`src/rtl/lsu_mem_ctrl.sv`:
```
// Load/store initiator between the MEM stage and a word-addressed data memory.
// Optional build macro: LSU_MISALIGN_TRAP_EN (misaligned halfword/word requests return rsp_err).
module lsu_mem_ctrl #(
  parameter int MEM_LAT = 1,
  parameter int ADDR_W  = 5
) (
  input  logic              clk,
  input  logic              rst_n,
  input  logic              req_valid,
  output logic              req_ready,
  input  logic              req_we,
  input  logic [1:0]        req_size,
  input  logic              req_signed,
  input  logic [31:0]       req_addr,
  input  logic [31:0]       req_wdata,
  output logic              rsp_valid,
  input  logic              rsp_ready,
  output logic [31:0]       rsp_rdata,
  output logic              rsp_err,
  output logic              mem_read,
  output logic              mem_write,
  output logic [ADDR_W-1:0] mem_addr,
  output logic [31:0]       mem_wdata,
  input  logic [31:0]       mem_rdata
);

  localparam int CNT_W = (MEM_LAT > 1) ? $clog2(MEM_LAT) : 1;
  localparam logic [CNT_W-1:0] CNT_LAST = CNT_W'(MEM_LAT - 1);

  typedef enum logic [1:0] {IDLE, RD, WR, RESP} state_t;

  state_t             state_q, state_d;
  logic [CNT_W-1:0]   cnt_q, cnt_d;
  logic               we_q, we_d;
  logic [1:0]         size_q, size_d;
  logic               sgn_q, sgn_d;
  logic [1:0]         lane_q, lane_d;
  logic [31:0]        wdata_q, wdata_d;
  logic               mem_read_q, mem_read_d;
  logic               mem_write_q, mem_write_d;
  logic [ADDR_W-1:0]  mem_addr_q, mem_addr_d;
  logic [31:0]        mem_wdata_q, mem_wdata_d;
  logic               rsp_valid_q, rsp_valid_d;
  logic [31:0]        rsp_rdata_q, rsp_rdata_d;
  logic               rsp_err_q, rsp_err_d;
  logic               accept;
  logic               misalign;
  logic               unused_addr;

  // Lane extraction for loads; a word-size request returns the whole word.
  function automatic logic [31:0] load_extract(input logic [31:0] w, input logic [1:0] sz,
                                               input logic [1:0] lane, input logic sgn);
    logic [7:0]  b;
    logic [15:0] h;
    logic [31:0] r;
    b = w[8*lane +: 8];
    h = lane[1] ? w[31:16] : w[15:0];
    case (sz)
      2'b00:   r = {{24{sgn & b[7]}}, b};
      2'b01:   r = {{16{sgn & h[15]}}, h};
      default: r = w;
    endcase
    return r;
  endfunction

  // Replace only the addressed lanes of the sampled word.
  function automatic logic [31:0] store_merge(input logic [31:0] w, input logic [31:0] wd,
                                              input logic [1:0] sz, input logic [1:0] lane);
    logic [31:0] r;
    r = w;
    case (sz)
      2'b00:   r[8*lane +: 8] = wd[7:0];
      2'b01:   if (lane[1]) r[31:16] = wd[15:0]; else r[15:0] = wd[15:0];
      default: r = wd;
    endcase
    return r;
  endfunction

`ifdef LSU_MISALIGN_TRAP_EN
  assign misalign = (req_size == 2'b01) ? req_addr[0] :
                    (req_size[1] ? (req_addr[1:0] != 2'b00) : 1'b0);
`else
  assign misalign = 1'b0;
`endif

  assign unused_addr = ^req_addr[31:ADDR_W+2];
  assign req_ready   = (state_q == IDLE) && rst_n;
  assign accept      = req_valid && req_ready;

  always_comb begin
    state_d     = state_q;
    cnt_d       = cnt_q;
    we_d        = we_q;
    size_d      = size_q;
    sgn_d       = sgn_q;
    lane_d      = lane_q;
    wdata_d     = wdata_q;
    mem_read_d  = 1'b0;
    mem_write_d = 1'b0;
    mem_addr_d  = mem_addr_q;
    mem_wdata_d = mem_wdata_q;
    rsp_valid_d = rsp_valid_q;
    rsp_rdata_d = rsp_rdata_q;
    rsp_err_d   = rsp_err_q;
    case (state_q)
      IDLE: begin
        if (accept) begin
          we_d        = req_we;
          size_d      = req_size;
          sgn_d       = req_signed;
          lane_d      = req_addr[1:0];
          wdata_d     = req_wdata;
          mem_addr_d  = req_addr[ADDR_W+1:2];
          cnt_d       = '0;
          rsp_rdata_d = '0;
          rsp_err_d   = 1'b0;
          if (misalign) begin
            state_d     = RESP;
            rsp_valid_d = 1'b1;
            rsp_err_d   = 1'b1;
          end else if (req_we && req_size[1]) begin
            state_d     = WR;
            mem_write_d = 1'b1;
            mem_wdata_d = req_wdata;
          end else begin
            state_d    = RD;
            mem_read_d = 1'b1;
          end
        end
      end
      RD: begin
        mem_read_d = 1'b1;
        cnt_d      = cnt_q + 1'b1;
        // Last latency cycle: mem_rdata is valid and gets consumed at this edge.
        if (cnt_q == CNT_LAST) begin
          mem_read_d = 1'b0;
          cnt_d      = '0;
          if (we_q) begin
            state_d     = WR;
            mem_write_d = 1'b1;
            mem_wdata_d = store_merge(mem_rdata, wdata_q, size_q, lane_q);
          end else begin
            state_d     = RESP;
            rsp_valid_d = 1'b1;
            rsp_rdata_d = load_extract(mem_rdata, size_q, lane_q, sgn_q);
          end
        end
      end
      WR: begin
        state_d     = RESP;
        rsp_valid_d = 1'b1;
        rsp_rdata_d = '0;
      end
      RESP: begin
        if (rsp_ready) begin
          state_d     = IDLE;
          rsp_valid_d = 1'b0;
        end
      end
      default: state_d = IDLE;
    endcase
  end

  always_ff @(posedge clk) begin
    if (!rst_n) begin
      state_q     <= IDLE;
      cnt_q       <= '0;
      mem_read_q  <= 1'b0;
      mem_write_q <= 1'b0;
      mem_addr_q  <= '0;
      mem_wdata_q <= '0;
      rsp_valid_q <= 1'b0;
      rsp_rdata_q <= '0;
      rsp_err_q   <= 1'b0;
    end else begin
      state_q     <= state_d;
      cnt_q       <= cnt_d;
      mem_read_q  <= mem_read_d;
      mem_write_q <= mem_write_d;
      mem_addr_q  <= mem_addr_d;
      mem_wdata_q <= mem_wdata_d;
      rsp_valid_q <= rsp_valid_d;
      rsp_rdata_q <= rsp_rdata_d;
      rsp_err_q   <= rsp_err_d;
    end
    we_q    <= we_d;
    size_q  <= size_d;
    sgn_q   <= sgn_d;
    lane_q  <= lane_d;
    wdata_q <= wdata_d;
  end

  assign mem_read  = mem_read_q;
  assign mem_write = mem_write_q;
  assign mem_addr  = mem_addr_q;
  assign mem_wdata = mem_wdata_q;
  assign rsp_valid = rsp_valid_q;
  assign rsp_rdata = rsp_rdata_q;
  assign rsp_err   = rsp_err_q;

endmodule

```
`config.mk`:
```
export PLATFORM = sky130hd
export DESIGN_NAME = lsu_mem_ctrl
export DESIGN_NICKNAME = d
export VERILOG_FILES = /design/src/rtl/lsu_mem_ctrl.sv
export SDC_FILE = /design/constraint.sdc
export NUM_CORES = 1
export LEC_CHECK = 0
export CAP_MARGIN = 20
export CORE_MARGIN = 2
export CORE_UTILIZATION = 50
export CTS_CLUSTER_DIAMETER = 100
export DETAILED_ROUTE_END_ITERATION = 10
export GPL_TIMING_DRIVEN = 0
export MAX_ROUTING_LAYER = met4
export PLACE_DENSITY = 0.86
export SYNTH_ARGS = -nofsm -noshare
export SYNTH_HDL_FRONTEND = slang
export SYNTH_SLANG_ARGS = --single-unit
```
`constraint.sdc`:
```
create_clock -name clk -period 4.9 [get_ports clk]
set_input_delay 0.49 -clock clk [delete_from_list [all_inputs] [get_ports clk]]
set_output_delay 0.49 -clock clk [all_outputs]
set_load 0.02 [all_outputs]
```
==> results.sh <==
export IMPL_pwr_share_comb_pct=43.5
export IMPL_finalHoldViolations=0
export IMPL_cts_htree_levels=3
export IMPL_synthArstFlopShare_pct=0
export IMPL_crit_required_ns=4.41
export IMPL_cp_cell_sequence="inv_1 -> ha_1 -> clkbuf_1 -> buf_1 -> and2_1 -> clkdlybuf4s50_1"
export IMPL_ys_ff_latch=112
export IMPL_slowest_delay_ns=0.60
export IMPL_setup_viol=0
export IMPL_cts_tree="built"
export IMPL_grt_max_degree=39
export IMPL_seqPwrFrac_pct=39.1
export IMPL_seq_area_frac_synth_pct=47.8
export IMPL_syn_nets=678
export IMPL_core_area_mm2=0.0108
export IMPL_drive_above_1_share_pct=6.42
export IMPL_leakagePower_nw=2.65
export IMPL_cts_buffers=9
export IMPL_place_worst_setup_slack_ns=1.85
export IMPL_layout_cells_non_filler=872
export IMPL_crit_path_top_delay_cell="clkdlybuf4s50_1"
export IMPL_syn_avg_cell_area_um2=9.73
export IMPL_clk_pin_slew_worst_paths_ns=0.11
export IMPL_min_period_ns=3.29
export IMPL_yosysWarningCount=0
export IMPL_synthSimpleGateAreaFrac_pct=16.9
export IMPL_hpwl_um=14900
export IMPL_timing_fmax_ghz=0.304
export IMPL_die_area_mm2=0.0118
export IMPL_cts_sinks=112
export IMPL_die_h_um=109
export IMPL_relSlewSlack_pct=29.6
export IMPL_synthesis_area_mm2=0.00549
export IMPL_placed_area_mm2=0.00720
export IMPL_multiInputGateArea_mm2=0.00261
export IMPL_routed_wl_um=19100
export IMPL_antenna_found_initial=0
export IMPL_cts_hold_buf=0
export IMPL_critical_path_class="reg -> out"
export IMPL_syn_inst=564
export IMPL_fin_hold_ws_ns=0.464
export IMPL_synth_fa_ha_area_share_pct=2.28
export IMPL_synth_mux_area_share_pct=3.90
export IMPL_drt_first_iter_violations=535
export IMPL_grt_pass1_wl_um=28400
export IMPL_maxSlewViolCount=0
export IMPL_p_clk_share_pct=17.5
export IMPL_finish_utilization_pct=68.7
export IMPL_remaining_drc_errors=0
export IMPL_routedWlPerCell_um=21.9
export IMPL_skew_ns=0.00860
export IMPL_finalCritPeriodShare_pct=67.1
export IMPL_hold_class="reg -> reg"
export IMPL_cts_resized=0
export IMPL_p_total_mw=3.36
export IMPL_post_cts_buffers=0
export IMPL_root_buffer="clkbuf_8"
export IMPL_cts_buffer_depth=2
export IMPL_ys_flop_type="dfxtp_1"
export IMPL_num_nets_final=841
export IMPL_status="finished clean"
export IMPL_io_pins=178
export IMPL_synthDistinctLibCells=58
export IMPL_grt_overflow_total=0
export IMPL_port_buffers=151
export IMPL_rows=38
export IMPL_worstHoldStart="mem_wdata[26]"
export IMPL_switching_power_mw=1.31
export IMPL_grt_pass1_vias=5070
export IMPL_synth_xor_area_share_pct=0
export IMPL_worst_pin_slew_ns=1.05
export IMPL_viasPerCell=6.13
export IMPL_numPlacedInstances=856
export IMPL_cp_start_kind="flip-flop"
export IMPL_internal_power_mw=2.05
export IMPL_synth_edf_count=38
export IMPL_timing_final_ws_setup_ns=1.61
export IMPL_fillers=812
export IMPL_ir_drop_mv=0.404
export IMPL_worstSetupStartpoint="state_q[1]"
export IMPL_cp_end_kind="primary output"
export IMPL_clkLatencyLatePin_ns=0.39
export IMPL_setup_tns_ns=0
export IMPL_firstDrtPassIters=7
export IMPL_vias=5346
export IMPL_rr_startpoint="state_q[1]"
export IMPL_p_per_area_mw_per_mm2=453
export IMPL_register_area_mm2=0.00262
export IMPL_start_util_pct=50.9
export IMPL_crit_path_max_fanout=10
export IMPL_cap_violations=0
export IMPL_rsz0062_at_grt="no"
export IMPL_diodes=0
export IMPL_area_growth_pct=35.0
export IMPL_place_gp_congestion=0.939
export IMPL_crit_arrival_ns=2.80
export IMPL_synth_compound_area_share_pct=24.4
export IMPL_die_w_um=109
export IMPL_sw_frac_of_total_pct=39.1
export IMPL_track_usage_pct=33.4
export IMPL_fin_area_mm2=0.00741
export IMPL_synth_top_family_by_area="compound AO/OA/AOI/OAI gates"
export IMPL_ant_nets=0
==> critical path, delay by kind of cell (launching register included) <==
kind                     cells  cell delay, ns
flip-flops                   1            0.38
adder cells (fa/ha/maj)      1            0.26
AND/OR/NAND/NOR              1            0.19
buffers and inverters        4            1.58
==> layer usage <==
metal	GRT usage, %	vias to the layer above	wire, µm
met4	11.2	0	455
met2	54.6	294	9090
li1	-	2486	-
met5	-	-	0
met1	42.9	2534	8170
met3	4.54	32	1390
==> final timing paths <==
kind	slack, ns	endpoint	depth (start not counted)
worst min-delay path	0.46	mem_wdata[26]	2
worst max-delay path	1.61	req_ready	6
worst min register to register	0.46	mem_wdata[26]	2
worst max register to register	1.97	rsp_rdata[23]	8
==> cell usage after synthesis (6+ instances only) <==
| library cell | number | area [µm²] |
|---|---|---|
| a2111oi_0 | 6 | 52.6 |
| a21oi_1 | 34 | 170 |
| a221o_1 | 16 | 160 |
| a221oi_1 | 24 | 210 |
| a32o_1 | 17 | 170 |
| and3_1 | 9 | 56.3 |
| buf_1 | 8 | 30.0 |
| buf_2 | 8 | 40.0 |
| clkbuf_1 | 30 | 113 |
| dfxtp_1 | 74 | 1480 |
| edfxtp_1 | 38 | 1140 |
| ha_1 | 10 | 125 |
| inv_1 | 10 | 37.5 |
| mux2_2 | 9 | 101 |
| mux2i_1 | 9 | 90.1 |
| nand2_1 | 87 | 327 |
| nand2b_1 | 21 | 131 |
| nand3_1 | 9 | 45.0 |
| nand4_1 | 16 | 100 |
| nand4b_1 | 8 | 70.1 |
| nor2_1 | 11 | 41.3 |
| o21ai_0 | 34 | 170 |
| o2bb2ai_1 | 7 | 61.3 |
| o31ai_1 | 25 | 188 |
==> cells by family (layout without fill, tap and decap cells) <==
| family | Yosys count | in the layout |
|---|---|---|
| AOI/OAI and AO/OA | 181 | 181 |
| and+or+nand+nor | 180 | 180 |
| DFF | 112 | 112 |
| buffers and inverters | 61 | 229 |
| muxes | 19 | 19 |
| adders and majority gates | 10 | 10 |
| other | 1 | 1 |
==> power groups by stage <==
| stage | Sequential [mW] | Combinational (mW) | Clock, mW |
|---|---|---|---|
| after global routing | 1.33 | 1.56 | 0.626 |
| after detailed placement | 1.33 | 1.44 | 0 |
| after CTS | 1.31 | 1.45 | 0.592 |
| after global placement | 1.32 | 1.41 | 0 |
| final | 1.31 | 1.46 | 0.587 |
| after floorplan | 1.50 | 0.617 | 0 |
==> flip-flops by register name, summed over array words and instances (netlist names), 2 cells and up <==
| name | count |
|---|---|
| mem_wdata | 32 |
| rsp_rdata | 32 |
| wdata_q | 32 |
| mem_addr | 5 |
| lane_q | 2 |
| size_q | 2 |
| state_q | 2 |
==> final cells by class <==
type                    instances  area share [%]
clock buffers                  10            1.86
well taps                     140            2.36
plain buffers                  50            2.94
multi-input cells             391            35.2
clock inverters                 6            1.03
flip-flops and latches        112            35.4
inverters                      11           0.557
repair buffers                152            20.7
==> layout by cell type (no fill, tap or decap), types with 17 or more instances in the layout <==
cell type	n
clkdlybuf4s50_1	151
nand2_1	87
dfxtp_1	74
edfxtp_1	38
a21oi_1	34
o21ai_0	34
clkbuf_1	29
o31ai_1	25
a221oi_1	24
nand2b_1	21
a32o_1	17
Note: power is estimated with default switching activity, not from simulation.
